File: src/rtl/mips_pkg.sv
// Shared pipeline-control types: hazard FSM encoding, EX operand select codes, register-zero constant.
// Pure declarations, no logic.
package mips_pkg;

  typedef enum logic [1:0] {
    ST_RUN   = 2'b00,
    ST_STALL = 2'b01
  } hcu_state_t;

  localparam logic [1:0] FWD_RF    = 2'b00;
  localparam logic [1:0] FWD_EXMEM = 2'b01;
  localparam logic [1:0] FWD_MEMWB = 2'b10;

  localparam logic [4:0] REG_ZERO = 5'd0;

  // Per-stage match of the producing destination against each ID source operand.
  typedef struct packed {
    logic rs;
    logic rt;
  } dep_t;

endpackage

File: src/rtl/hazard_control_unit_if.sv
// Pipeline <-> hazard unit bundle: ID/EX/MEM/WB register info in, stall/flush/forward controls out.
// master = pipeline side, slave = hazard unit.
interface hazard_control_unit_if #(
  parameter int CNT_W = 16
);
  logic [4:0]       id_rs;
  logic [4:0]       id_rt;
  logic             id_uses_rt;
  logic [4:0]       ex_wr_reg;
  logic [4:0]       mem_wr_reg;
  logic [4:0]       wb_wr_reg;
  logic             ex_reg_write;
  logic             mem_reg_write;
  logic             wb_reg_write;
  logic             ex_mem_read;
  logic             mem_branch_taken;
  logic             pc_write;
  logic             ifid_write;
  logic             idex_bubble;
  logic             flush_ifid;
  logic             flush_idex;
  logic             flush_exmem;
  logic [1:0]       fwd_a;
  logic [1:0]       fwd_b;
  logic             id_bypass_a;
  logic             id_bypass_b;
  logic [CNT_W-1:0] stall_cnt;
  logic [CNT_W-1:0] flush_cnt;
  logic [1:0]       state;

  modport master (
    output id_rs, id_rt, id_uses_rt, ex_wr_reg, mem_wr_reg, wb_wr_reg,
           ex_reg_write, mem_reg_write, wb_reg_write, ex_mem_read, mem_branch_taken,
    input  pc_write, ifid_write, idex_bubble, flush_ifid, flush_idex, flush_exmem,
           fwd_a, fwd_b, id_bypass_a, id_bypass_b, stall_cnt, flush_cnt, state
  );

  modport slave (
    input  id_rs, id_rt, id_uses_rt, ex_wr_reg, mem_wr_reg, wb_wr_reg,
           ex_reg_write, mem_reg_write, wb_reg_write, ex_mem_read, mem_branch_taken,
    output pc_write, ifid_write, idex_bubble, flush_ifid, flush_idex, flush_exmem,
           fwd_a, fwd_b, id_bypass_a, id_bypass_b, stall_cnt, flush_cnt, state
  );
endinterface

File: src/rtl/hazard_compare.sv
// RAW dependency check of one producing stage against the ID source operands.
// Purely combinational; writes to $0 never count as a dependency.
module hazard_compare
  import mips_pkg::*;
(
  input  logic       reg_write,
  input  logic [4:0] wr_reg,
  input  logic [4:0] rs,
  input  logic [4:0] rt,
  input  logic       uses_rt,
  output dep_t       match
);
  logic live;

  assign live     = reg_write && (wr_reg != REG_ZERO);
  assign match.rs = live && (wr_reg == rs);
  assign match.rt = live && uses_rt && (wr_reg == rt);
endmodule

File: src/rtl/hazard_control_unit.sv
// Hazard control: RAW stall FSM, taken-branch flush, EX forward selects and WB->ID bypass; counters saturate.
// Forwarding is built only with `HAZARD_FORWARDING_EN; stall/flush outputs are same-cycle, fwd selects load with ID-EX.
module hazard_control_unit
  import mips_pkg::*;
#(
  parameter int CNT_W = 16
) (
  input logic                  clk,
  input logic                  rst_n,
  hazard_control_unit_if.slave hif
);

`ifdef HAZARD_FORWARDING_EN
  localparam bit FWD_EN = 1'b1;
`else
  localparam bit FWD_EN = 1'b0;
`endif

  dep_t             ex_m, mem_m, wb_m;
  logic             ex_dep, mem_dep, wb_dep;
  logic [1:0]       n_req;
  hcu_state_t       state_q, state_nxt;
  logic [1:0]       rem_q, rem_nxt;
  logic             stall, bubble, branch;
  logic [1:0]       fwd_a_d, fwd_b_d, fwd_a_q, fwd_b_q;
  logic [CNT_W-1:0] stall_cnt_q, flush_cnt_q;

  hazard_compare u_cmp_ex (
    .reg_write(hif.ex_reg_write), .wr_reg(hif.ex_wr_reg),
    .rs(hif.id_rs), .rt(hif.id_rt), .uses_rt(hif.id_uses_rt), .match(ex_m)
  );
  hazard_compare u_cmp_mem (
    .reg_write(hif.mem_reg_write), .wr_reg(hif.mem_wr_reg),
    .rs(hif.id_rs), .rt(hif.id_rt), .uses_rt(hif.id_uses_rt), .match(mem_m)
  );
  hazard_compare u_cmp_wb (
    .reg_write(hif.wb_reg_write), .wr_reg(hif.wb_wr_reg),
    .rs(hif.id_rs), .rt(hif.id_rt), .uses_rt(hif.id_uses_rt), .match(wb_m)
  );

  assign ex_dep  = ex_m.rs  | ex_m.rt;
  assign mem_dep = mem_m.rs | mem_m.rt;
  assign wb_dep  = wb_m.rs  | wb_m.rt;
  assign branch  = hif.mem_branch_taken;

  // Bubbles needed before the ID instruction can read correct operands.
  always_comb begin
    n_req = 2'd0;
    if (FWD_EN) begin
      if (ex_dep && hif.ex_mem_read) n_req = 2'd1;
    end else if (ex_dep) begin
      n_req = 2'd3;
    end else if (mem_dep) begin
      n_req = 2'd2;
    end else if (wb_dep) begin
      n_req = 2'd1;
    end
  end

  always_ff @(posedge clk or negedge rst_n) begin
    if (!rst_n) begin
      state_q <= ST_RUN;
      rem_q   <= 2'd0;
    end else begin
      state_q <= state_nxt;
      rem_q   <= rem_nxt;
    end
  end

  // rem_q counts bubbles still owed after the current one.
  always_comb begin
    state_nxt = state_q;
    rem_nxt   = rem_q;
    if (branch) begin
      state_nxt = ST_RUN;
      rem_nxt   = 2'd0;
    end else begin
      case (state_q)
        ST_RUN: begin
          if (n_req > 2'd1) begin
            state_nxt = ST_STALL;
            rem_nxt   = n_req - 2'd1;
          end
        end
        ST_STALL: begin
          if (rem_q <= 2'd1) begin
            state_nxt = ST_RUN;
            rem_nxt   = 2'd0;
          end else begin
            rem_nxt = rem_q - 2'd1;
          end
        end
        default: begin
          state_nxt = ST_RUN;
          rem_nxt   = 2'd0;
        end
      endcase
    end
  end

  // Stalls are masked while reset is held and whenever a taken branch flushes.
  always_comb begin
    stall = 1'b0;
    case (state_q)
      ST_RUN:   stall = (n_req != 2'd0);
      ST_STALL: stall = 1'b1;
      default:  stall = 1'b0;
    endcase
    bubble = stall && rst_n && !branch;
  end

  always_comb begin
    fwd_a_d = ex_m.rs ? FWD_EXMEM : (mem_m.rs ? FWD_MEMWB : FWD_RF);
    fwd_b_d = ex_m.rt ? FWD_EXMEM : (mem_m.rt ? FWD_MEMWB : FWD_RF);
  end

  always_ff @(posedge clk or negedge rst_n) begin
    if (!rst_n) begin
      fwd_a_q     <= FWD_RF;
      fwd_b_q     <= FWD_RF;
      stall_cnt_q <= '0;
      flush_cnt_q <= '0;
    end else begin
      if (bubble || branch) begin
        fwd_a_q <= FWD_RF;
        fwd_b_q <= FWD_RF;
      end else begin
        fwd_a_q <= fwd_a_d;
        fwd_b_q <= fwd_b_d;
      end
      if (bubble && (stall_cnt_q != '1)) stall_cnt_q <= stall_cnt_q + CNT_W'(1);
      if (branch && (flush_cnt_q != '1)) flush_cnt_q <= flush_cnt_q + CNT_W'(1);
    end
  end

  assign hif.pc_write    = !bubble;
  assign hif.ifid_write  = !bubble;
  assign hif.idex_bubble = bubble;
  assign hif.flush_ifid  = branch;
  assign hif.flush_idex  = branch;
  assign hif.flush_exmem = branch;
  assign hif.fwd_a       = FWD_EN ? fwd_a_q : FWD_RF;
  assign hif.fwd_b       = FWD_EN ? fwd_b_q : FWD_RF;
  assign hif.id_bypass_a = FWD_EN & wb_m.rs;
  assign hif.id_bypass_b = FWD_EN & wb_m.rt;
  assign hif.stall_cnt   = stall_cnt_q;
  assign hif.flush_cnt   = flush_cnt_q;
  assign hif.state       = state_q;
endmodule

File: src/flat_wrapper.sv
// flat-port wrapper written by rule: the top's interface ports become plain ports
module hazard_control_unit_flat import mips_pkg::*;
#(
  parameter int CNT_W = 16
)
  (clk, rst_n, hif_id_rs, hif_id_rt, hif_id_uses_rt, hif_ex_wr_reg, hif_mem_wr_reg, hif_wb_wr_reg, hif_ex_reg_write, hif_mem_reg_write, hif_wb_reg_write, hif_ex_mem_read, hif_mem_branch_taken, hif_pc_write, hif_ifid_write, hif_idex_bubble, hif_flush_ifid, hif_flush_idex, hif_flush_exmem, hif_fwd_a, hif_fwd_b, hif_id_bypass_a, hif_id_bypass_b, hif_stall_cnt, hif_flush_cnt, hif_state);
  hazard_control_unit_if #(.CNT_W(CNT_W)) hif_i ();
  input logic clk;
  input logic rst_n;
  input wire logic [$bits(hif_i.id_rs)-1:0] hif_id_rs;
  input wire logic [$bits(hif_i.id_rt)-1:0] hif_id_rt;
  input wire logic [$bits(hif_i.id_uses_rt)-1:0] hif_id_uses_rt;
  input wire logic [$bits(hif_i.ex_wr_reg)-1:0] hif_ex_wr_reg;
  input wire logic [$bits(hif_i.mem_wr_reg)-1:0] hif_mem_wr_reg;
  input wire logic [$bits(hif_i.wb_wr_reg)-1:0] hif_wb_wr_reg;
  input wire logic [$bits(hif_i.ex_reg_write)-1:0] hif_ex_reg_write;
  input wire logic [$bits(hif_i.mem_reg_write)-1:0] hif_mem_reg_write;
  input wire logic [$bits(hif_i.wb_reg_write)-1:0] hif_wb_reg_write;
  input wire logic [$bits(hif_i.ex_mem_read)-1:0] hif_ex_mem_read;
  input wire logic [$bits(hif_i.mem_branch_taken)-1:0] hif_mem_branch_taken;
  output wire logic [$bits(hif_i.pc_write)-1:0] hif_pc_write;
  output wire logic [$bits(hif_i.ifid_write)-1:0] hif_ifid_write;
  output wire logic [$bits(hif_i.idex_bubble)-1:0] hif_idex_bubble;
  output wire logic [$bits(hif_i.flush_ifid)-1:0] hif_flush_ifid;
  output wire logic [$bits(hif_i.flush_idex)-1:0] hif_flush_idex;
  output wire logic [$bits(hif_i.flush_exmem)-1:0] hif_flush_exmem;
  output wire logic [$bits(hif_i.fwd_a)-1:0] hif_fwd_a;
  output wire logic [$bits(hif_i.fwd_b)-1:0] hif_fwd_b;
  output wire logic [$bits(hif_i.id_bypass_a)-1:0] hif_id_bypass_a;
  output wire logic [$bits(hif_i.id_bypass_b)-1:0] hif_id_bypass_b;
  output wire logic [$bits(hif_i.stall_cnt)-1:0] hif_stall_cnt;
  output wire logic [$bits(hif_i.flush_cnt)-1:0] hif_flush_cnt;
  output wire logic [$bits(hif_i.state)-1:0] hif_state;
  assign hif_i.id_rs = hif_id_rs;
  assign hif_i.id_rt = hif_id_rt;
  assign hif_i.id_uses_rt = hif_id_uses_rt;
  assign hif_i.ex_wr_reg = hif_ex_wr_reg;
  assign hif_i.mem_wr_reg = hif_mem_wr_reg;
  assign hif_i.wb_wr_reg = hif_wb_wr_reg;
  assign hif_i.ex_reg_write = hif_ex_reg_write;
  assign hif_i.mem_reg_write = hif_mem_reg_write;
  assign hif_i.wb_reg_write = hif_wb_reg_write;
  assign hif_i.ex_mem_read = hif_ex_mem_read;
  assign hif_i.mem_branch_taken = hif_mem_branch_taken;
  assign hif_pc_write = hif_i.pc_write;
  assign hif_ifid_write = hif_i.ifid_write;
  assign hif_idex_bubble = hif_i.idex_bubble;
  assign hif_flush_ifid = hif_i.flush_ifid;
  assign hif_flush_idex = hif_i.flush_idex;
  assign hif_flush_exmem = hif_i.flush_exmem;
  assign hif_fwd_a = hif_i.fwd_a;
  assign hif_fwd_b = hif_i.fwd_b;
  assign hif_id_bypass_a = hif_i.id_bypass_a;
  assign hif_id_bypass_b = hif_i.id_bypass_b;
  assign hif_stall_cnt = hif_i.stall_cnt;
  assign hif_flush_cnt = hif_i.flush_cnt;
  assign hif_state = hif_i.state;
  hazard_control_unit #(.CNT_W(CNT_W)) u_core (.clk(clk), .rst_n(rst_n), .hif(hif_i));
endmodule
File: config.mk
export PLATFORM = sky130hd
export DESIGN_NAME = hazard_control_unit_flat
export DESIGN_NICKNAME = d
export VERILOG_FILES = /design/src/rtl/mips_pkg.sv /design/src/rtl/hazard_control_unit_if.sv /design/src/rtl/hazard_compare.sv /design/src/rtl/hazard_control_unit.sv /design/src/flat_wrapper.sv
export SDC_FILE = /design/constraint.sdc
export NUM_CORES = 1
export LEC_CHECK = 0
export CORE_MARGIN = 4
export CORE_UTILIZATION = 38
export DETAILED_ROUTE_END_ITERATION = 10
export PLACE_DENSITY = 0.79
export SYNTH_ARGS = -nofsm -noshare
export SYNTH_HDL_FRONTEND = slang
export SYNTH_SLANG_ARGS = --single-unit
File: constraint.sdc
create_clock -name clk -period 11.51 [get_ports clk]
set_input_delay 3.453 -clock clk [delete_from_list [all_inputs] [get_ports clk]]
set_output_delay 3.453 -clock clk [all_outputs]
set_load 0.05 [all_outputs]
# ---- Word level (Yosys, flattened, before mapping)
# Index checks and enable logic that the tools add are counted.
# W data, S select, Z words.
dict set report word_totals {
  regBits 36
  inputBits 33
  out_inout_bits 46
  elab_cells 60
}
dict set report op_classes {
  n_addsub 4
  n_lt_le_gt_ge 2
  eq_ne 11
  muxes 12
  n_bitwise 3
  n_reduce_logical 24
}
# op n
set op_table {}
lappend op_table {{$add A16 B1 Y16 const B} 2}
lappend op_table {{$ne A16 B16 Y1 const B} 2}
lappend op_table {{$eq A5 B5 Y1} 6}
lappend op_table {{$logic_and A1 B1 Y1} 16}
lappend op_table {{$mux W2} 8}
lappend op_table {{$reduce_bool A5 Y1} 3}
lappend op_table {{$pmux W2 S2} 2}
lappend op_table {{$ne A3 B2 Y1 const B} 2}
lappend op_table {{$sub A2 B1 Y2 const B} 2}
lappend op_table {{$or A1 B1 Y1} 3}
lappend op_table {{$eq A2 B1 Y1 const B} 1}
lappend op_table {{$gt A2 B1 Y1 const B} 1}
lappend op_table {{$le A2 B1 Y1 const B} 1}
lappend op_table {{$logic_not A1 Y1} 2}
lappend op_table {{$logic_not A2 Y1} 1}
lappend op_table {{$pmux W1 S2} 1}
lappend op_table {{$reduce_and A2 Y1} 1}
lappend op_table {{$reduce_bool A2 Y1} 1}
lappend op_table {{$mux W1} 1}

# ---- Logic depth before layout (Yosys ltp)
# Gate-level depths: netlist (run 1).
dict set report depth {
  depth_word 13
  depth_mapped 11
  mapped_depth_nobuf 11
}

# ---- Hierarchy
# Synthesis (run 1) repeated with hierarchy kept, for this count alone.
dict set report unflattened {
  cells_unflattened 238
  area_unflattened_um2 2268.4
}
# mod n_inst cells_per_inst area_each_um2
set by_module_without_submodules {}
lappend by_module_without_submodules {hazard_control_unit 1 187 1870.5}
lappend by_module_without_submodules {hazard_compare 3 17 132.6}

# ---- Worst setup path after synthesis (run 1)
# Ideal clock, no wire load.
dict set report synth_timing {
  path_kind {input to output}
  from {input port hif_ex_wr_reg[0]}
  to {output port hif_idex_bubble}
  arrival_ns 5.681
  t_required_ns 8.057
  slack_ns 2.376
  cell_stages 7
  n_path_buf 0
  cell_sequence {or4_1 -> o21a_1 -> a22oi_1 -> ha_1 -> inv_1 -> o211ai_2 -> inv_1}
}
dict set report synth_via {
  elab_chain_len 10
  word_cells_on_any_way 13
  cone_classes {eq/ne (2); mux (2); bitwise (1); reduce/logical (8)}
}
# item line_no
set synth_lines {}
lappend synth_lines {{from (decl)} flat_wrapper.sv:13} ;# input wire logic [$bits(hif_i.ex_wr_reg)-1:0] hif_ex_wr_reg;
lappend synth_lines {{$reduce_bool A5 Y1} hazard_compare.sv:15} ;# assign live = reg_write && (wr_reg != REG_ZERO);
lappend synth_lines {{$logic_and A1 B1 Y1} hazard_compare.sv:15}
lappend synth_lines {{$logic_and A1 B1 Y1 (2 in a row)} hazard_compare.sv:17} ;# assign match.rt = live && uses_rt && (wr_reg == rt);
lappend synth_lines {{$or A1 B1 Y1 (*)} hazard_control_unit.sv:41} ;# assign ex_dep = ex_m.rs | ex_m.rt;
lappend synth_lines {{$mux W2 (*)} hazard_control_unit.sv:51} ;# end else if (ex_dep) begin
lappend synth_lines {{$reduce_bool A2 Y1 (*)} hazard_control_unit.sv:105} ;# ST_RUN: stall = (n_req != 2'd0);
lappend synth_lines {{$pmux W1 S2 (*)} hazard_control_unit.sv:104} ;# case (state_q)
lappend synth_lines {{$logic_and A1 B1 Y1 (*) (2 in a row)} hazard_control_unit.sv:109} ;# bubble = stall && rst_n && !branch;
lappend synth_lines {{to (decl)} flat_wrapper.sv:23} ;# output wire logic [$bits(hif_i.idex_bubble)-1:0] hif_idex_bubble;
# Every way passes the cells marked *; elsewhere a longest branch is shown, timed or not.

# ---- Final worst setup path (run 1)
dict set report layout_timing {
  from {input port hif_mem_wr_reg[0]}
  to {output port hif_idex_bubble}
}
dict set report layout_via {
  elab_chain_len 11
  word_cells_on_any_way 14
  cone_classes {eq/ne (2); mux (3); bitwise (1); reduce/logical (8)}
}
# item line_no
set layout_lines {}
lappend layout_lines {{from (decl)} flat_wrapper.sv:14} ;# input wire logic [$bits(hif_i.mem_wr_reg)-1:0] hif_mem_wr_reg;
lappend layout_lines {{$reduce_bool A5 Y1} hazard_compare.sv:15}
lappend layout_lines {{$logic_and A1 B1 Y1} hazard_compare.sv:15}
lappend layout_lines {{$logic_and A1 B1 Y1 (2 in a row)} hazard_compare.sv:17}
lappend layout_lines {{$or A1 B1 Y1 (*)} hazard_control_unit.sv:42} ;# assign mem_dep = mem_m.rs | mem_m.rt;
lappend layout_lines {{$mux W2 (*)} hazard_control_unit.sv:53} ;# end else if (mem_dep) begin
lappend layout_lines {{$mux W2 (*)} hazard_control_unit.sv:51}
lappend layout_lines {{$reduce_bool A2 Y1 (*)} hazard_control_unit.sv:105}
lappend layout_lines {{$pmux W1 S2 (*)} hazard_control_unit.sv:104}
lappend layout_lines {{$logic_and A1 B1 Y1 (*) (2 in a row)} hazard_control_unit.sv:109}
# Marked as above.

==> flow_summary.html, run 1 <==
<table>
<tr><th>Metric</th><th>Value</th></tr>
<tr><th colspan="2">Status</th></tr>
<tr><td>Run status</td><td>completed</td></tr>
<tr><th colspan="2">Logic synthesis</th></tr>
<tr><td>Number of warnings printed during yosys synthesis</td><td>0</td></tr>
<tr><td>Largest family of logic cells by synthesized area</td><td>XOR/XNOR gates</td></tr>
<tr><td>Fraction of the yosys area taken by sequential cells</td><td>0.403</td></tr>
<tr><td>Number of register bits inferred by synthesis</td><td>35</td></tr>
<tr><td>Count of flip-flops with a built-in enable after synthesis</td><td>0</td></tr>
<tr><td>Simple-Gate Fraction of Synth Area</td><td>0.204</td></tr>
<tr><td>Main synth FF type</td><td>sky130_fd_sc_hd__dfrtp_1</td></tr>
<tr><td>Cell types occupying the most area after synthesis</td><td>sky130_fd_sc_hd__dfrtp_1, sky130_fd_sc_hd__xnor2_1, sky130_fd_sc_hd__xor2_1</td></tr>
<tr><td>Fraction of registers with async set or reset after synthesis</td><td>1.00</td></tr>
<tr><td>Area share of the leading cell type in the synthesized netlist</td><td>0.403</td></tr>
<tr><td>Fraction of the mapped netlist area in adder cells</td><td>0.0173</td></tr>
<tr><td>Average cell area after synthesis</td><td>9.98 µm²</td></tr>
<tr><td>Mux contribution to synthesized area</td><td>0.0253</td></tr>
<tr><td>Xor and xnor fraction of the mapped netlist area</td><td>0.237</td></tr>
<tr><td>Summed instance area of the synthesized netlist</td><td>2170 µm²</td></tr>
<tr><td>Cell type contributing the most total cell area after synthesis</td><td>sky130_fd_sc_hd__dfrtp_1</td></tr>
<tr><td>Post-synthesis instance total</td><td>218</td></tr>
<tr><td>Library cells used by synthesis</td><td>41</td></tr>
<tr><td>Compound-Gate Fraction of Synth Area</td><td>0.0564</td></tr>
<tr><th colspan="2">CTS</th></tr>
<tr><td>Clock latency of the later-clocked register in the worst-skew pair</td><td>280 ps</td></tr>
<tr><td>Root buf cell</td><td>sky130_fd_sc_hd__clkbuf_8</td></tr>
<tr><td>Hold bufs inserted after CTS</td><td>0</td></tr>
<tr><td>TritonCTS sink count</td><td>35</td></tr>
<tr><td>Number of clock buffers inserted by TritonCTS</td><td>5</td></tr>
<tr><td>Buffer count from post-CTS setup fixing</td><td>0</td></tr>
<tr><td>Clock-pin slew reported for the worst setup and hold paths after clock tree synthesis</td><td>60 ps</td></tr>
<tr><td>H-Tree Level Count</td><td>2</td></tr>
<tr><td>Longest Clk Path Bufs</td><td>2</td></tr>
<tr><td>TritonCTS clock tree</td><td>yes</td></tr>
<tr><td>Number of instances resized during post-cts repair</td><td>0</td></tr>
<tr><th colspan="2">Timing</th></tr>
<tr><td>Max-slew headroom</td><td>0.519</td></tr>
<tr><td>Final max-slew violation count</td><td>0</td></tr>
<tr><td>Part of the cycle the worst path needs</td><td>0.861</td></tr>
<tr><td>Post-Route Setup TNS</td><td>0 ps</td></tr>
<tr><td>Final Hold Vio Count</td><td>0</td></tr>
<tr><td>Worst clock skew on the final layout</td><td>5.10 ps</td></tr>
<tr><td>Least-Margin Pin Slew</td><td>718 ps</td></tr>
<tr><td>Setup repair after global routing missed its margin</td><td>false</td></tr>
<tr><td>Max Clk Rate</td><td>101 MHz</td></tr>
<tr><td>Period minus WS final</td><td>9910 ps</td></tr>
<tr><td>Setup violators final</td><td>0</td></tr>
<tr><td>Hold Slack</td><td>494 ps</td></tr>
<tr><th colspan="2">Floorplan</th></tr>
<tr><td>IO Count</td><td>79</td></tr>
<tr><td>Core box area</td><td>5540 µm²</td></tr>
<tr><td>Initial standard-cell utilization of the core</td><td>0.393</td></tr>
<tr><td>Total Die Area</td><td>7000 µm²</td></tr>
<tr><td>Die width</td><td>83.6 µm</td></tr>
<tr><td>Site Rows</td><td>27</td></tr>
<tr><td>Height of the die</td><td>83.6 µm</td></tr>
<tr><th colspan="2">Critical path</th></tr>
<tr><td>Top delay family on crit path</td><td>buffers and inverters</td></tr>
<tr><td>Register-to-Register Setup Slack</td><td>9490 ps</td></tr>
<tr><td>Worst-path cell with the longest stage delay</td><td>sky130_fd_sc_hd__clkdlybuf4s50_1</td></tr>
<tr><td>Setup crit end kind</td><td>output port</td></tr>
<tr><td>Count of buffer and inverter cells on the critical path</td><td>4</td></tr>
<tr><td>Count of cells along the worst register-to-register path</td><td>6</td></tr>
<tr><td>Critical path, cell by cell</td><td>clkdlybuf4s50_1, or4_1, o21a_1, a221oi_1, nor2_1, ha_1, inv_1, o211ai_2, inv_1, clkdlybuf4s50_1</td></tr>
<tr><td>Critical path data arrival time</td><td>6460 ps</td></tr>
<tr><td>Max FO, Critical Path</td><td>7</td></tr>
<tr><td>Kind of start point of the critical path</td><td>primary input</td></tr>
<tr><td>Max stage delay on crit path</td><td>800 ps</td></tr>
<tr><td>Reg-to-reg endpoint</td><td>u_core.hif.stall_cnt[14]</td></tr>
<tr><td>Crit Path Category</td><td>primary input to output port</td></tr>
<tr><td>Startpoint of the lowest-slack register-to-register path</td><td>u_core.hif.stall_cnt[0]</td></tr>
<tr><td>Data required time of the worst path</td><td>8060 ps</td></tr>
<tr><th colspan="2">Flow run</th></tr>
<tr><td>Maxcap violations</td><td>0</td></tr>
<tr><th colspan="2">Detailed routing</th></tr>
<tr><td>Number of detailed-route iterations in the first pass</td><td>4</td></tr>
<tr><td>Final routed wire length divided by cell count</td><td>14.0 µm</td></tr>
<tr><td>Wire length after detailed routing</td><td>5070 µm</td></tr>
<tr><td>DRC</td><td>0</td></tr>
<tr><td>Detailed router's first-iteration violation count</td><td>67</td></tr>
<tr><td>Total via count in the routed design</td><td>1800</td></tr>
<tr><td>Detail-routed via count per cell</td><td>4.96</td></tr>
<tr><td>Number of antenna-violating nets in the routed design</td><td>0</td></tr>
<tr><th colspan="2">GRT</th></tr>
<tr><td>Maximum number of pins on one net before global-route repair</td><td>37</td></tr>
<tr><td>Number of antenna violations at the first check in global routing</td><td>0</td></tr>
<tr><td>Global-route usage over all layers</td><td>0.148</td></tr>
<tr><td>Via count of the first global-routing pass</td><td>1822</td></tr>
<tr><td>Global-route wire length before repair</td><td>8510 µm</td></tr>
<tr><td>Overall overflow remaining after global route</td><td>0</td></tr>
<tr><th colspan="2">Cells and area</th></tr>
<tr><td>Nets@finish</td><td>326</td></tr>
<tr><td>Layout fillers</td><td>529</td></tr>
<tr><td>Fraction of layout cells with a size suffix above 1</td><td>0.0687</td></tr>
<tr><td>Diode insertion count for antenna repair</td><td>0</td></tr>
<tr><td>Area of all placed cells without fillers</td><td>3000 µm²</td></tr>
<tr><td>Filler-free cell count of the finished design</td><td>363</td></tr>
<tr><td>Area delta synth-&gt;final</td><td>38.0%</td></tr>
<tr><td>Most frequent standard cell in the layout excluding fill and tap cells</td><td>sky130_fd_sc_hd__clkdlybuf4s50_1</td></tr>
<tr><td>Final core utilization</td><td>0.542</td></tr>
<tr><td>Leading cell types in the layout, fill and taps excluded</td><td>sky130_fd_sc_hd__clkdlybuf4s50_1, sky130_fd_sc_hd__xnor2_1, sky130_fd_sc_hd__dfrtp_1, sky130_fd_sc_hd__xor2_1, sky130_fd_sc_hd__nand3_1</td></tr>
<tr><th colspan="2">Power and ir drop</th></tr>
<tr><td>Leakage power of the design</td><td>1.24 nW</td></tr>
<tr><td>Internal power component</td><td>263 µW</td></tr>
<tr><td>Clk network pwr share</td><td>0.219</td></tr>
<tr><td>Maximum vdd ir drop</td><td>0.000125 V</td></tr>
<tr><td>Net switching fraction of the power</td><td>0.399</td></tr>
<tr><td>PwrDens</td><td>146 nW/µm²</td></tr>
<tr><td>Power share of the sequential group</td><td>0.376</td></tr>
<tr><td>Portion of total power attributed to combinational logic</td><td>0.405</td></tr>
<tr><td>Sw power</td><td>175 µW</td></tr>
<tr><th colspan="2">Hold path</th></tr>
<tr><td>Worst hold path startpoint</td><td>u_core.hif.flush_cnt[5]</td></tr>
<tr><td>End point of the most critical hold path</td><td>u_core.hif.flush_cnt[5]</td></tr>
<tr><td>Number of cells on the worst hold path</td><td>1</td></tr>
<tr><td>Type of the tightest min-delay check</td><td>register to register</td></tr>
<tr><th colspan="2">Place</th></tr>
<tr><td>Final weighted congestion in routability-driven placement</td><td>0.939</td></tr>
<tr><td>Post-DP HPWL</td><td>4080 µm</td></tr>
<tr><td>Count of input and output buffers</td><td>70</td></tr>
<tr><td>Placement-stage cell area</td><td>2900 µm²</td></tr>
<tr><td>Inst Count DP</td><td>355</td></tr>
</table>
==> sequential cells by signal, summed over array words and instances, names as in the netlist <==
signal and count:
u_core.hif.flush_cnt 16, u_core.hif.stall_cnt 16, u_core.rem_q 2, u_core.hif.state 1
==> power groups by stage <==
stage          clock (mW)  combinational, mW  sequential (mW)
2_1_floorplan           0             0.0563            0.224
3_3_place_gp            0              0.175            0.166
3_5_place_dp            0              0.179            0.166
4_1_cts            0.0980              0.179            0.164
5_1_grt             0.103              0.188            0.168
6_report           0.0960              0.177            0.164
==> layout make-up <==
type                       instances  area, µm²  share of cell area
clock buffer                       8        100              0.0333
inverter                           7       27.5             0.00917
tap                               72       90.1              0.0300
timing repair buffer              71        708               0.236
multi-input combinational        170       1200               0.400
sequential                        35        876               0.292
==> cell families after synthesis <==
group	count (synthesis)
fa+ha+maj	3
other cells	1
xor+xnor	58
buf+inv	19
flops	35
mux	5
compound gates	17
simple gates	80
==> routing by layer <==
layer | vias up | track usage | share of wire
met3 | 16 | 0.0316 | 0.034
met5 | - | 0 | 0
met2 | 42 | 0.249 | 0.49
li1 | 896 | - | -
met4 | 0 | 0.0716 | 0.032
met1 | 846 | 0.179 | 0.45
==> stage by stage <==
stage                     power [mW]  worst slack (ps)
after CTS                      0.441              1580
after global routing           0.460              1420
final                          0.438              1600
after global placement         0.341              1600
after detailed placement       0.345              1590
after floorplan                0.280              2380
==> synthesized netlist by cell type (all sizes together), types with 3 or more instances <==
master	n
nor3	5
xnor2	39
xor2	19
mux2	4
dfrtp	35
nand2	13
nor4	3
a211oi	3
ha	3
nand3	18
buf	12
nand4	14
nor2	11
and3	5
or4	4
inv	6
==> worst max path at each step <==
stage,slack [ps],start,end,cells past startpoint
floorplan,2380,hif_ex_wr_reg[0],hif_idex_bubble,7
CTS,1580,hif_mem_wr_reg[0],hif_idex_bubble,10
detailed placement,1590,hif_mem_wr_reg[0],hif_ifid_write,8
global placement,1600,hif_mem_wr_reg[0],hif_idex_bubble,10
finish,1600,hif_mem_wr_reg[0],hif_idex_bubble,10
global route,1420,hif_mem_wr_reg[0],hif_idex_bubble,10
Note: power is estimated with default switching activity, not from simulation.
==> run 2, diff against run 1 <==
- CORE_MARGIN: 4 -> default
==> run 2 against run 1 <==
Count of clock-buffer cells in the layout shrank 2. Die area shrank 14%. Wire length shrank 3.7%. Fmax shrank 0.30%. Setup slack lost 30 ps. Register-to-register slack gained 40 ps. Clock skew shrank 0.51 ps. Sequential cell count is the same. Sequential power is essentially flat. Core utilization grew 0.65 points. Critical path type unchanged.
==> flow_summary.html, run 2 (synthesis gave the netlist of run 1 again) <==
<table>
<tr><th>Metric</th><th>Value</th></tr>
<tr><th colspan="2">Timing</th></tr>
<tr><td>Worst clock skew on the final layout</td><td>4.60 ps</td></tr>
<tr><td>Setup repair after global routing missed its margin</td><td>false</td></tr>
<tr><td>Post-Route Setup TNS</td><td>0 ps</td></tr>
<tr><td>Least-Margin Pin Slew</td><td>667 ps</td></tr>
<tr><td>Max-slew headroom</td><td>0.553</td></tr>
<tr><td>Max Clk Rate</td><td>101 MHz</td></tr>
<tr><td>Final max-slew violation count</td><td>0</td></tr>
<tr><td>Setup violators final</td><td>0</td></tr>
<tr><td>Part of the cycle the worst path needs</td><td>0.864</td></tr>
<tr><td>Final Hold Vio Count</td><td>0</td></tr>
<tr><td>Period minus WS final</td><td>9950 ps</td></tr>
<tr><th colspan="2">Place</th></tr>
<tr><td>Inst Count DP</td><td>355</td></tr>
<tr><td>Placement-stage cell area</td><td>2900 µm²</td></tr>
<tr><td>Final weighted congestion in routability-driven placement</td><td>0.834</td></tr>
<tr><td>Count of input and output buffers</td><td>70</td></tr>
<tr><td>Post-DP HPWL</td><td>3880 µm</td></tr>
<tr><th colspan="2">Power and ir drop</th></tr>
<tr><td>Maximum vdd ir drop</td><td>0.000139 V</td></tr>
<tr><td>PwrDens</td><td>150 nW/µm²</td></tr>
<tr><td>Leakage power of the design</td><td>1.25 nW</td></tr>
<tr><th colspan="2">Cells and area</th></tr>
<tr><td>Total area of sequential cells</td><td>876 µm²</td></tr>
<tr><td>Footprint of the multi-input gates</td><td>1200 µm²</td></tr>
<tr><td>Final core utilization</td><td>0.548</td></tr>
<tr><td>Fraction of layout cells with a size suffix above 1</td><td>0.0722</td></tr>
<tr><td>Diode insertion count for antenna repair</td><td>0</td></tr>
<tr><td>Leading cell types in the layout, fill and taps excluded</td><td>sky130_fd_sc_hd__clkdlybuf4s50_1, sky130_fd_sc_hd__xnor2_1, sky130_fd_sc_hd__dfrtp_1, sky130_fd_sc_hd__xor2_1, sky130_fd_sc_hd__nand3_1</td></tr>
<tr><td>Area delta synth-&gt;final</td><td>38.8%</td></tr>
<tr><td>Filler-free cell count of the finished design</td><td>363</td></tr>
<tr><td>Layout fillers</td><td>487</td></tr>
<tr><td>Most frequent standard cell in the layout excluding fill and tap cells</td><td>sky130_fd_sc_hd__clkdlybuf4s50_1</td></tr>
<tr><td>Area of all placed cells without fillers</td><td>3020 µm²</td></tr>
<tr><td>Nets@finish</td><td>326</td></tr>
<tr><th colspan="2">GRT</th></tr>
<tr><td>Number of antenna violations at the first check in global routing</td><td>0</td></tr>
<tr><td>Global-route usage over all layers</td><td>0.177</td></tr>
<tr><td>Maximum number of pins on one net before global-route repair</td><td>37</td></tr>
<tr><td>Overall overflow remaining after global route</td><td>0</td></tr>
<tr><td>Via count of the first global-routing pass</td><td>1821</td></tr>
<tr><td>Global-route wire length before repair</td><td>8470 µm</td></tr>
<tr><th colspan="2">Detailed routing</th></tr>
<tr><td>Met3 wire length</td><td>151 µm</td></tr>
<tr><td>Number of antenna-violating nets in the routed design</td><td>0</td></tr>
<tr><td>Met1 Wirelength</td><td>2250 µm</td></tr>
<tr><td>Final routed wire length divided by cell count</td><td>13.4 µm</td></tr>
<tr><td>Number of detailed-route iterations in the first pass</td><td>4</td></tr>
<tr><td>DRC</td><td>0</td></tr>
<tr><td>Wire length after detailed routing</td><td>4880 µm</td></tr>
<tr><td>Highest layer used for signal routing</td><td>met4</td></tr>
<tr><td>Met2 wire length</td><td>2430 µm</td></tr>
<tr><td>Detailed router's first-iteration violation count</td><td>54</td></tr>
<tr><td>Total via count in the routed design</td><td>1814</td></tr>
<tr><td>Detail-routed via count per cell</td><td>5.00</td></tr>
<tr><th colspan="2">CTS</th></tr>
<tr><td>TritonCTS sink count</td><td>35</td></tr>
<tr><td>Clock latency of the later-clocked register in the worst-skew pair</td><td>280 ps</td></tr>
<tr><td>H-Tree Level Count</td><td>2</td></tr>
<tr><td>Number of clock buffers inserted by TritonCTS</td><td>5</td></tr>
<tr><td>Buffer count from post-CTS setup fixing</td><td>0</td></tr>
<tr><td>Root buf cell</td><td>sky130_fd_sc_hd__clkbuf_8</td></tr>
<tr><td>Number of instances resized during post-cts repair</td><td>0</td></tr>
<tr><td>Hold bufs inserted after CTS</td><td>0</td></tr>
<tr><td>Longest Clk Path Bufs</td><td>2</td></tr>
<tr><td>Clock-pin slew reported for the worst setup and hold paths after clock tree synthesis</td><td>70 ps</td></tr>
<tr><td>TritonCTS clock tree</td><td>yes</td></tr>
<tr><th colspan="2">Status</th></tr>
<tr><td>Run status</td><td>completed</td></tr>
<tr><th colspan="2">Floorplan</th></tr>
<tr><td>Initial standard-cell utilization of the core</td><td>0.395</td></tr>
<tr><td>Site Rows</td><td>27</td></tr>
<tr><td>Height of the die</td><td>77.6 µm</td></tr>
<tr><td>Core box area</td><td>5510 µm²</td></tr>
<tr><td>Die width</td><td>77.6 µm</td></tr>
<tr><td>IO Count</td><td>79</td></tr>
<tr><td>Total Die Area</td><td>6030 µm²</td></tr>
<tr><th colspan="2">Critical path</th></tr>
<tr><td>Data required time of the worst path</td><td>8060 ps</td></tr>
<tr><td>Setup crit end kind</td><td>output port</td></tr>
<tr><td>Kind of start point of the critical path</td><td>primary input</td></tr>
<tr><td>Critical path data arrival time</td><td>6490 ps</td></tr>
<tr><td>Crit Path Category</td><td>primary input to output port</td></tr>
<tr><td>Max FO, Critical Path</td><td>7</td></tr>
<tr><th colspan="2">Hold path</th></tr>
<tr><td>Type of the tightest min-delay check</td><td>register to register</td></tr>
<tr><th colspan="2">Flow run</th></tr>
<tr><td>Maxcap violations</td><td>0</td></tr>
</table>
-- run 2: layout make-up --
class                      instances  area share
sequential                        35       0.290
clock inverter                     2      0.0116
inverter                           7     0.00912
multi-input combinational        170       0.397
clock buffer                       6      0.0274
tap                               72      0.0298
timing repair buffer              71       0.235
-- run 2: through the flow --
step	setup WS, ps	total power, mW	hold WS [ps]
global placement	1620	0.340	488
floorplan	2380	0.280	517
finish	1560	0.452	511
CTS	1530	0.457	511
detailed placement	1570	0.343	500
global route	1430	0.476	535
-- run 2: routing by layer --
metal / global-route usage / vias up
li1: - / 896
met1: 0.223 / 876
met2: 0.303 / 35
met3: 0.0353 / 7
met4: 0.0566 / 0
met5: 0 / -
-- run 2: worst max-delay path, stage by stage --
cell,delay [ps]
sky130_fd_sc_hd__clkdlybuf4s50_1,470
sky130_fd_sc_hd__or4_1,550
sky130_fd_sc_hd__o21a_1,220
sky130_fd_sc_hd__a22oi_1,340
sky130_fd_sc_hd__ha_1,220
sky130_fd_sc_hd__inv_1,40
sky130_fd_sc_hd__o211ai_2,330
sky130_fd_sc_hd__clkdlybuf4s50_1,870
-- run 2: path summary, 6_finish.rpt --
check / slack (ps) / endpoint / start / cells past startpoint
max in group asynchronous: 7600 / u_core.hif.flush_cnt[1] / rst_n / 2
worst max register to register: 9530 / u_core.hif.stall_cnt[14] / u_core.hif.stall_cnt[0] / 6
worst min register to register: 510 / u_core.hif.flush_cnt[10] / u_core.hif.flush_cnt[10] / 1
worst min-delay path: 510 / u_core.hif.flush_cnt[10] / u_core.hif.flush_cnt[10] / 1
worst max-delay path: 1560 / hif_ifid_write / hif_mem_wr_reg[0] / 8
min in group asynchronous: 3580 / u_core.hif.stall_cnt[12] / rst_n / 2
-- run 2: report_power, final --
part           switching, mW  internal (mW)
clock network         0.0427         0.0700
logic                  0.108         0.0671
registers             0.0230          0.141
total                  0.174          0.278
==> run 3, diff against run 2 <==
- CORE_ASPECT_RATIO: default -> 0.8
==> run 3 against run 2 <==
Hold slack got worse by 11 ps. Clock skew up 4.6 ps. Non-clock buffer count did not move. Design area shrank 0.95%. Largest cell class unchanged.
==> flow_summary.html, run 3 (synthesis gave the netlist of run 1 again) <==
<table>
<tr><th>Metric</th><th>Value</th></tr>
<tr><th colspan="2">Place</th></tr>
<tr><td>Count of input and output buffers</td><td>70</td></tr>
<tr><td>Post-DP HPWL</td><td>4240 µm</td></tr>
<tr><td>Final weighted congestion in routability-driven placement</td><td>0.897</td></tr>
<tr><td>Pre-CTS setup slack</td><td>1590 ps</td></tr>
<tr><th colspan="2">Timing</th></tr>
<tr><td>Max Clk Rate</td><td>101 MHz</td></tr>
<tr><td>Least-Margin Pin Slew</td><td>702 ps</td></tr>
<tr><td>Period minus WS final</td><td>9920 ps</td></tr>
<tr><td>Post-Route Setup TNS</td><td>0 ps</td></tr>
<tr><td>Final Hold Vio Count</td><td>0</td></tr>
<tr><td>Worst clock skew on the final layout</td><td>9.21 ps</td></tr>
<tr><td>Part of the cycle the worst path needs</td><td>0.861</td></tr>
<tr><td>Post-route worst setup slack</td><td>1590 ps</td></tr>
<tr><td>Setup violators final</td><td>0</td></tr>
<tr><td>Setup repair after global routing missed its margin</td><td>false</td></tr>
<tr><td>Max-slew headroom</td><td>0.529</td></tr>
<tr><td>Final max-slew violation count</td><td>0</td></tr>
<tr><th colspan="2">CTS</th></tr>
<tr><td>Longest Clk Path Bufs</td><td>2</td></tr>
<tr><td>Root buf cell</td><td>sky130_fd_sc_hd__clkbuf_8</td></tr>
<tr><td>Number of clock buffers inserted by TritonCTS</td><td>5</td></tr>
<tr><td>Clock-pin slew reported for the worst setup and hold paths after clock tree synthesis</td><td>60 ps</td></tr>
<tr><td>TritonCTS sink count</td><td>35</td></tr>
<tr><td>Clock latency of the later-clocked register in the worst-skew pair</td><td>300 ps</td></tr>
<tr><td>TritonCTS clock tree</td><td>yes</td></tr>
<tr><td>Buffer count from post-CTS setup fixing</td><td>0</td></tr>
<tr><td>Hold bufs inserted after CTS</td><td>0</td></tr>
<tr><td>H-Tree Level Count</td><td>2</td></tr>
<tr><td>Number of instances resized during post-cts repair</td><td>0</td></tr>
<tr><th colspan="2">Power and ir drop</th></tr>
<tr><td>Clk network pwr share</td><td>0.205</td></tr>
<tr><td>Leakage power of the design</td><td>1.23 nW</td></tr>
<tr><td>Portion of total power attributed to combinational logic</td><td>0.414</td></tr>
<tr><td>Net switching fraction of the power</td><td>0.420</td></tr>
<tr><td>Maximum vdd ir drop</td><td>0.000169 V</td></tr>
<tr><td>Internal power component</td><td>251 µW</td></tr>
<tr><td>Total power of the final layout</td><td>432 µW</td></tr>
<tr><td>PwrDens</td><td>145 nW/µm²</td></tr>
<tr><td>Power share of the sequential group</td><td>0.382</td></tr>
<tr><td>Sw power</td><td>182 µW</td></tr>
<tr><th colspan="2">Critical path</th></tr>
<tr><td>Top delay family on crit path</td><td>buffers and inverters</td></tr>
<tr><td>Critical path data arrival time</td><td>6460 ps</td></tr>
<tr><td>Critical path, cell by cell</td><td>clkdlybuf4s50_1, or4_1, o21a_1, a22oi_1, ha_1, inv_1, o211ai_2, clkdlybuf4s50_1</td></tr>
<tr><td>Crit Path Category</td><td>primary input to output port</td></tr>
<tr><td>Kind of start point of the critical path</td><td>primary input</td></tr>
<tr><td>Most frequent CP cell</td><td>sky130_fd_sc_hd__clkdlybuf4s50_1</td></tr>
<tr><td>Max stage delay on crit path</td><td>870 ps</td></tr>
<tr><td>Count of buffer and inverter cells on the critical path</td><td>3</td></tr>
<tr><td>Setup crit end kind</td><td>output port</td></tr>
<tr><td>Max FO, Critical Path</td><td>7</td></tr>
<tr><td>Data required time of the worst path</td><td>8060 ps</td></tr>
<tr><td>Worst-path cell with the longest stage delay</td><td>sky130_fd_sc_hd__clkdlybuf4s50_1</td></tr>
<tr><th colspan="2">Floorplan</th></tr>
<tr><td>Initial standard-cell utilization of the core</td><td>0.396</td></tr>
<tr><td>Total Die Area</td><td>6030 µm²</td></tr>
<tr><td>Core box area</td><td>5500 µm²</td></tr>
<tr><td>Die width</td><td>86.6 µm</td></tr>
<tr><td>IO Count</td><td>79</td></tr>
<tr><td>Site Rows</td><td>24</td></tr>
<tr><td>Height of the die</td><td>69.7 µm</td></tr>
<tr><th colspan="2">Cells and area</th></tr>
<tr><td>Final core utilization</td><td>0.544</td></tr>
<tr><td>Most frequent standard cell in the layout excluding fill and tap cells</td><td>sky130_fd_sc_hd__clkdlybuf4s50_1</td></tr>
<tr><td>Area delta synth-&gt;final</td><td>37.5%</td></tr>
<tr><td>Fraction of layout cells with a size suffix above 1</td><td>0.0653</td></tr>
<tr><td>Nets@finish</td><td>326</td></tr>
<tr><td>Diode insertion count for antenna repair</td><td>0</td></tr>
<tr><td>Leading cell types in the layout, fill and taps excluded</td><td>sky130_fd_sc_hd__clkdlybuf4s50_1, sky130_fd_sc_hd__xnor2_1, sky130_fd_sc_hd__dfrtp_1, sky130_fd_sc_hd__xor2_1, sky130_fd_sc_hd__nand3_1</td></tr>
<tr><th colspan="2">Detailed routing</th></tr>
<tr><td>Number of detailed-route iterations in the first pass</td><td>4</td></tr>
<tr><td>DRC</td><td>0</td></tr>
<tr><td>Number of antenna-violating nets in the routed design</td><td>0</td></tr>
<tr><td>Detail-routed via count per cell</td><td>4.96</td></tr>
<tr><td>Wire length after detailed routing</td><td>5360 µm</td></tr>
<tr><td>Detailed router's first-iteration violation count</td><td>93</td></tr>
<tr><td>Final routed wire length divided by cell count</td><td>14.5 µm</td></tr>
<tr><td>Total via count in the routed design</td><td>1829</td></tr>
<tr><th colspan="2">Status</th></tr>
<tr><td>Run status</td><td>completed</td></tr>
<tr><th colspan="2">GRT</th></tr>
<tr><td>Maximum number of pins on one net before global-route repair</td><td>37</td></tr>
<tr><td>Number of antenna violations at the first check in global routing</td><td>0</td></tr>
<tr><td>Overall overflow remaining after global route</td><td>0</td></tr>
<tr><td>Global-route usage over all layers</td><td>0.194</td></tr>
<tr><td>Via count of the first global-routing pass</td><td>1719</td></tr>
<tr><td>Global-route wire length before repair</td><td>8990 µm</td></tr>
<tr><th colspan="2">Hold path</th></tr>
<tr><td>Type of the tightest min-delay check</td><td>register to register</td></tr>
<tr><th colspan="2">Flow run</th></tr>
<tr><td>Maxcap violations</td><td>0</td></tr>
</table>
==> run 3: changes by cell type in the layout (fill, tap and decap cells not counted) <==
cell                        previous run  this run
sky130_fd_sc_hd__clkbuf_1              0         2
sky130_fd_sc_hd__clkbuf_8              6         5
sky130_fd_sc_hd__bufinv_16             1         0
==> run 3: power by group through the flow <==
stage,registers [mW],clock network [mW],logic [mW]
6_report,0.165,0.0885,0.179
4_1_cts,0.165,0.0905,0.180
2_1_floorplan,0.224,0,0.0563
5_1_grt,0.169,0.0970,0.189
3_5_place_dp,0.166,0,0.179
3_3_place_gp,0.166,0,0.176
==> run 3: layer usage <==
metal	track usage	vias up	routed length, µm
li1	-	894	-
met2	0.287	46	2460
met4	0.0667	0	115
met1	0.268	877	2530
met5	0	-	0
met3	0.0607	12	247
==> run 3: stage by stage <==
stage	hold slack (ps)	instances	cell area (µm²)
global route	521	369	2990
CTS	497	369	2990
floorplan	517	224	2200
finish	500	369	2990
global placement	494	361	2910
detailed placement	483	361	2910
==> run 3: final cells by class <==
| class | instances | area (µm²) |
|---|---|---|
| clock buffer | 7 | 76.3 |
| multi-input combinational | 170 | 1200 |
| timing repair buffer | 71 | 708 |
| fill | 491 | 2500 |
| sequential | 35 | 876 |
| tap | 78 | 97.6 |
| clock inverter | 1 | 5.00 |
| inverter | 7 | 27.5 |
==> run 3: final timing paths <==
kind / from / endpoint / slack [ps] / cells past startpoint
max reg2reg: u_core.hif.stall_cnt[0] / u_core.hif.stall_cnt[14] / 9520 / 6
min reg2reg: u_core.hif.flush_cnt[5] / u_core.hif.flush_cnt[5] / 500 / 1
max in group asynchronous: rst_n / u_core.hif.flush_cnt[5] / 7610 / 2
max: hif_ex_wr_reg[0] / hif_ifid_write / 1590 / 8
min: u_core.hif.flush_cnt[5] / u_core.hif.flush_cnt[5] / 500 / 1
min in group asynchronous: rst_n / u_core.hif.stall_cnt[13] / 3560 / 2
==> RTL edit 1, RTL diff (settings of run 2) <==
`CNT_W` is set to 16 in 3 places; all go to 24.
--- a/src/rtl/hazard_control_unit_if.sv
+++ b/src/rtl/hazard_control_unit_if.sv
@@ -1,7 +1,7 @@
 // Pipeline <-> hazard unit bundle: ID/EX/MEM/WB register info in, stall/flush/forward controls out.
 // master = pipeline side, slave = hazard unit.
 interface hazard_control_unit_if #(
-  parameter int CNT_W = 16
+  parameter int CNT_W = 24
 );
   logic [4:0]       id_rs;
   logic [4:0]       id_rt;
--- a/src/rtl/hazard_control_unit.sv
+++ b/src/rtl/hazard_control_unit.sv
@@ -3,7 +3,7 @@
 module hazard_control_unit
   import mips_pkg::*;
 #(
-  parameter int CNT_W = 16
+  parameter int CNT_W = 24
 ) (
   input logic                  clk,
   input logic                  rst_n,
--- a/src/flat_wrapper.sv
+++ b/src/flat_wrapper.sv
@@ -1,7 +1,7 @@
 // flat-port wrapper written by rule: the top's interface ports become plain ports
 module hazard_control_unit_flat import mips_pkg::*;
 #(
-  parameter int CNT_W = 16
+  parameter int CNT_W = 24
 )
   (clk, rst_n, hif_id_rs, hif_id_rt, hif_id_uses_rt, hif_ex_wr_reg, hif_mem_wr_reg, hif_wb_wr_reg, hif_ex_reg_write, hif_mem_reg_write, hif_wb_reg_write, hif_ex_mem_read, hif_mem_branch_taken, hif_pc_write, hif_ifid_write, hif_idex_bubble, hif_flush_ifid, hif_flush_idex, hif_flush_exmem, hif_fwd_a, hif_fwd_b, hif_id_bypass_a, hif_id_bypass_b, hif_stall_cnt, hif_flush_cnt, hif_state);
   hazard_control_unit_if #(.CNT_W(CNT_W)) hif_i ();
Interface: changed (resized hif_flush_cnt and hif_stall_cnt); port bits go from 79 to 95. The function was not compared with the original's and may differ.
==> RTL edit 1 against run 2 <==
  * The flow now finishes with violations (design-rule violations)
  * Largest cell class unchanged
  * Worst setup slack got worse by 0.21 ns
  * Synthesized cell count rose by 39%
  * Cell area rose by 34%
  * Sequential cell count rose by 16
  * Fmax fell by 2.1%
  * Total power rose by 17%
  * Sequential share of layout area rose by 2.6 points
  * Combinational power rose by 7%
  * Largest power group is now sequential cells
  * Sequential power rose by 37%
  * Routed wire length rose by 33%
  * Non-clock buffer count rose by 16
  * Register-to-register slack got worse by 0.06 ns
  * Area after synthesis rose by 38%
==> RTL edit 1: results (changes against run 2) <==
| Metric | Value |
|---|---|
| Status | `complete, but fails checks (was finished, final reports clean)` |
| Failing checks | `design-rule violations` |
| Worst-path clk slew | `0.09 ns (was 0.07 ns)` |
| FF-to-FF setup slack | `9.47 ns (was 9.53 ns)` |
| Adder-cell share of the synthesized area | `1.25% (was 1.73%)` |
| Average wire per standard cell | `13.1 um (was 13.4 um)` |
| Routability cong. | `0.812 (was 0.834)` |
| Critical path arrival | `6.70 ns (was 6.49 ns)` |
| Fraction of layout cells with a size suffix above 1 | `6.39% (was 7.22%)` |
| Leakage | `1.74 nW (was 1.25 nW)` |
| Fillers | `718 (was 487)` |
| Vias in the first global route | `2,415 (was 1,821)` |
| Worst-path maximum fanout | `5 (was 7)` |
| Iter 0 DRT Violations | `76 (was 54)` |
| Remaining DRCs | `1 (was 0)` |
| Synth area leaders | `dfrtp_1 (42%), xnor2_1 (13%), xor2_1 (7.6%) (was dfrtp_1 (40%), xnor2_1 (15%), xor2_1 (7.7%))` |
| Seq/Total Area, Yosys | `42.4% (was 40.3%)` |
| Global-route wire length before repair | `11.3 mm (was 8.47 mm)` |
| FF-to-FF End | `u_core.hif.flush_cnt[1]$_DFFE_PN0P_ (was u_core.hif.stall_cnt[14]$_DFFE_PN0P_)` |
| Largest net degree at the start of global routing | `53 (was 37)` |
| Relative slew slack | `55.6% (was 55.3%)` |
| Reg2reg path depth | `5 (was 6)` |
| Fin nets | `427 (was 326)` |
| IO buf count | `86 (was 70)` |
| Via density | `5.04 (was 5.00)` |
| R2R Path Start | `u_core.hif.flush_cnt[11]$_DFFE_PN0P_ (was u_core.hif.stall_cnt[0]$_DFFE_PN0P_)` |
| Switching share of power | `37.6% (was 38.5%)` |
| CP endpoint | `hif_idex_bubble (was hif_ifid_write)` |
| XOR/XNOR Fraction of Synth Area | `20.1% (was 23.7%)` |
| Commonest cells post-synth | `dfrtp_1 (51), xnor2_1 (43), nand3_1 (28) (was xnor2_1 (38), dfrtp_1 (35), xor2_1 (19))` |
| Cell variety after synth | `44 (was 41)` |
| Clock group share of total power | `22.4% (was 24.9%)` |
| Multiplexer share of the synthesized area | `1.83% (was 2.53%)` |
==> RTL edit 1: cell types whose count changed after synthesis, moves of 3 or more <==
cell / run 2 / this run
nor2b_1: 0 / 3
dfrtp_1: 35 / 51
o21ai_0: 1 / 5
inv_1: 6 / 9
nand3_1: 17 / 28
nor3_1: 5 / 11
nand2_1: 12 / 23
xor2_1: 19 / 26
nand2b_1: 0 / 3
xnor2_1: 38 / 43
and3_1: 5 / 12
nor2_1: 11 / 20
nand4_1: 14 / 11
==> RTL edit 1: power by group through the flow <==
stage	combinational [mW]	clock, mW	sequential, mW
after floorplan	0.0602	0	0.287
after global routing	0.200	0.131	0.229
final	0.187	0.119	0.224
after detailed placement	0.189	0	0.227
after global placement	0.187	0	0.226
after CTS	0.189	0.124	0.224
==> RTL edit 1: cell type report <==
type | instances | area (um2) | area share [%]
well taps | 102 | 128 | 3.16
clock buffers | 6 | 72.6 | 1.80
repair buffers | 87 | 863 | 21.4
inverters | 9 | 33.8 | 0.836
flip-flops and latches | 51 | 1280 | 31.6
multi-input cells | 237 | 1640 | 40.5
clock inverters | 1 | 30.0 | 0.743
==> RTL edit 1: worst min path at each step <==
stage                                              start                              endpoint  slack (ns)  cells after the start
detailed placement  u_core.hif.flush_cnt[15]$_DFFE_PN0P_  u_core.hif.flush_cnt[15]$_DFFE_PN0P_        0.48                      1
CTS                 u_core.hif.flush_cnt[15]$_DFFE_PN0P_  u_core.hif.flush_cnt[15]$_DFFE_PN0P_        0.50                      1
finish              u_core.hif.flush_cnt[15]$_DFFE_PN0P_  u_core.hif.flush_cnt[15]$_DFFE_PN0P_        0.49                      1
floorplan                    u_core.rem_q[0]$_DFFE_PN0P_           u_core.rem_q[0]$_DFFE_PN0P_        0.54                      2
global route        u_core.hif.flush_cnt[15]$_DFFE_PN0P_  u_core.hif.flush_cnt[15]$_DFFE_PN0P_        0.52                      1
global placement    u_core.hif.stall_cnt[21]$_DFFE_PN0P_  u_core.hif.stall_cnt[21]$_DFFE_PN0P_        0.48                      1
==> RTL edit 1: layer usage <==
layer  share of wire (%)  GRT usage (%)  wire length, um  vias up
met5                   0              0                0        -
met4                0.54           4.76               35        0
met3                 4.9           2.35              315        2
met2                  50           28.2             3250       83
met1                  44           22.3             2880     1195
li1                    -              -                -     1206
==> RTL edit 1: through the flow <==
stage,hold WS (ns),setup WS (ns)
global placement,0.475,1.34
global route,0.519,1.19
finish,0.487,1.36
detailed placement,0.483,1.32
CTS,0.495,1.31
floorplan,0.544,2.39
==> RTL edit 1: critical path, stage by stage <==
cell	delay [ns]
clkdlybuf4s50_1	0.47
or4_1	0.57
o21a_1	0.22
a221oi_1	0.28
nor2_1	0.07
ha_1	0.19
nor2b_1	0.18
or2_2	0.35
inv_1	0.10
clkdlybuf4s50_1	0.80
==> RTL edit 2, RTL diff (flow settings as in run 2) <==
Made on the original files. Make the reset (`rst_n`) synchronous in 2 clocked blocks.
--- a/src/rtl/hazard_control_unit.sv
+++ b/src/rtl/hazard_control_unit.sv
@@ -57,7 +57,7 @@
     end
   end
 
-  always_ff @(posedge clk or negedge rst_n) begin
+  always_ff @(posedge clk) begin
     if (!rst_n) begin
       state_q <= ST_RUN;
       rem_q   <= 2'd0;
@@ -114,7 +114,7 @@
     fwd_b_d = ex_m.rt ? FWD_EXMEM : (mem_m.rt ? FWD_MEMWB : FWD_RF);
   end
 
-  always_ff @(posedge clk or negedge rst_n) begin
+  always_ff @(posedge clk) begin
     if (!rst_n) begin
       fwd_a_q     <= FWD_RF;
       fwd_b_q     <= FWD_RF;
Behaviour: differs if rst_n is asserted again (counterexample within 4 cycles, from zero or initial values and one cycle with rst_n low); with rst_n held inactive, the same outputs for 10 cycles.
==> RTL edit 2 against run 2 <==
  * Via count is 9.9% higher
  * Worst setup slack worse by 0.12 ns
  * Sequential cell count stayed put
  * Register-to-register slack better by 0.16 ns
  * Critical path depth is 3 higher
  * Sequential share of layout area is 5.3 points lower
  * Area after synthesis is 2.6% lower
  * Routed wire length is 1.9% lower
  * Cell area is 2.3% lower
  * Worst hold slack better by 0.0079 ns
  * Core utilization is 1.5 points higher
  * Critical path type unchanged
Power is not compared: it rests on default switching activity, and its combinational part moved more than twofold at a synthesized area within 25%.
==> RTL edit 2: results (changes against run 2) <==
| Metric | Value |
|---|---|
| Post-synth ARST share | `0% (was 100%)` |
| Setup crit start | `hif_mem_wr_reg[0] (unchanged)` |
| Routability cong. | `0.856 (was 0.834)` |
| Vias in the first global route | `1,869 (was 1,821)` |
| GRT Resource Usage Total | `17.2% (was 17.7%)` |
| Resized Gates After CTS | `0 (unchanged)` |
| IO buf count | `70 (unchanged)` |
| HP Class | `reg -> reg (unchanged)` |
| Global-route wire length before repair | `8.20 mm (was 8.47 mm)` |
| Leakage | `between 1 and 1.5 nW` |
| Synth area leaders | `dfxtp_1 (33%), xnor2_1 (14%), xor2_1 (8.3%) (was dfrtp_1 (40%), xnor2_1 (15%), xor2_1 (7.7%))` |
| CTS root buffer | `clkbuf_8 (unchanged)` |
| Relative slew slack | `64.1% (was 55.3%)` |
| Switching share of power | `between 20% and 30%` |
| Peak supply drop | `about 55 uV` |
| Cell variety after synth | `41 (unchanged)` |
| Initial antenna violation count | `0 (unchanged)` |
| Critical path arrival | `6.62 ns (was 6.49 ns)` |
| Iter 0 DRT Violations | `63 (was 54)` |
| Cts bufs inserted | `5 (unchanged)` |
| Seq/Total Area, Yosys | `33.1% (was 40.3%)` |
| Skew final | `0.00550 ns (was 0.00460 ns)` |
| Fin nets | `357 (was 326)` |
| CTS max path bufs | `2 (unchanged)` |
| Htree depth | `2 (unchanged)` |
| Status | `finished, final reports clean (unchanged)` |
| Worst skew pair latency | `slightly below 0.3 ns` |
| Commonest cells post-synth | `dfxtp_1 (35), xnor2_1 (34), nor2_1 (32) (was xnor2_1 (38), dfrtp_1 (35), xor2_1 (19))` |
| Max stage delay on crit path | `0.79 ns (was 0.87 ns)` |
| Crit path max-delay cell type | `clkdlybuf4s50_1 (unchanged)` |
| R2R Path Start | `u_core.hif.stall_cnt[6]$_SDFFE_PN0P_ (was u_core.hif.stall_cnt[0]$_DFFE_PN0P_)` |
| N_diodes | `0 (unchanged)` |
| Cell family with most CP delay | `buffers and inverters (unchanged)` |
| Hpwl dp | `3.80 mm (was 3.88 mm)` |
| Fraction of layout cells with a size suffix above 1 | `5.28% (was 7.22%)` |
| Post-CTS setup repair buffer count | `0 (unchanged)` |
| DR pass1 iterations | `4 (unchanged)` |
| Largest net degree at the start of global routing | `29 (was 37)` |
| YS warnings | `0 (unchanged)` |
| Critical hold path startpoint | `u_core.hif.stall_cnt[8]$_SDFFE_PN0P_ (was u_core.hif.flush_cnt[10]$_DFFE_PN0P_)` |
| Synth Flop Type | `dfxtp_1 (was dfrtp_1)` |
| Worst-path maximum fanout | `3 (was 7)` |
| Worst-path clk slew | `0.07 ns (about the same)` |
| Vias | `1,994 (was 1,814)` |
| Final wirelength | `4.79 mm (was 4.88 mm)` |
[RTL edit 2: changes by cell type in the layout (fill, tap and decap cells not counted), sizes merged, moves of 5 or more]
cell / run 2 / this run
dfrtp: 35 / 0
dfxtp: 0 / 35
nand4: 14 / 7
nor2: 11 / 32
o21ai: 1 / 7
xnor2: 39 / 34
[RTL edit 2: cell families (layout without fill, tap and decap cells)]
group                    count (synthesis)  in the layout  share of synthesized area (%)
flip-flops                              35             35                           33.1
XOR/XNOR                                54             54                           22.3
AND/OR/NAND/NOR                        105            105                           24.5
other                                    1              7                          0.177
multiplexers                             3              3                           1.42
buffers and inverters                   20             85                           5.50
AO/OA/AOI/OAI                           30             30                           11.2
adder cells (fa/ha/maj)                  3              3                           1.77
[RTL edit 2: layout make-up]
type / instances / area (um2)
well taps: 70 / 87.6
flip-flops and latches: 35 / 701
multi-input cells: 202 / 1320
inverters: 7 / 26.3
clock inverters: 3 / 43.8
repair buffers: 70 / 701
clock buffers: 5 / 68.8
fillers: 505 / 2290
[RTL edit 2: per-layer routing]
| layer | vias up | part of all wire, % | track usage, % |
|---|---|---|---|
| met5 | - | 0 | 0 |
| met4 | 0 | 1.8 | 6.54 |
| met3 | 12 | 5.3 | 3.83 |
| met2 | 74 | 46 | 28.7 |
| met1 | 906 | 47 | 21.3 |
| li1 | 1002 | - | - |
[RTL edit 2: worst register-to-register path, cell delays in order (launching register included)]
cell and delay, ns:
dfxtp_1 0.41, and3_1 0.25, nand3_1 0.14, o41a_1 0.52
nand3_1 0.14, xor2_1 0.18, nor2_1 0.06
[RTL edit 2: path summary, 6_finish.rpt]
path | endpoint | slack (ns) | cells after the start
max | hif_idex_bubble | 1.44 | 11
min | u_core.hif.stall_cnt[8]$_SDFFE_PN0P_ | 0.52 | 2
max reg2reg | u_core.hif.stall_cnt[7]$_SDFFE_PN0P_ | 9.69 | 6
min reg2reg | u_core.hif.stall_cnt[8]$_SDFFE_PN0P_ | 0.52 | 2
[RTL edit 2: power groups by stage]
stage | clock network, mW | logic, mW | registers (mW)
6_report | 0.110 | 0.0511 | 0.124
5_1_grt | 0.118 | 0.0548 | 0.124
4_1_cts | 0.112 | 0.0514 | 0.123
3_5_place_dp | 0 | 0.0513 | 0.126
3_3_place_gp | 0 | 0.0504 | 0.126
2_1_floorplan | 0 | 0.0292 | 0.129
[RTL edit 2: stage by stage]
step	cell area (um2)	setup WS, ns	instances
2_1_floorplan	2140	2.41	257
3_3_place_gp	2840	1.46	384
3_5_place_dp	2840	1.43	384
4_1_cts	2950	1.43	392
5_1_grt	2950	1.32	392
6_report	2950	1.44	392
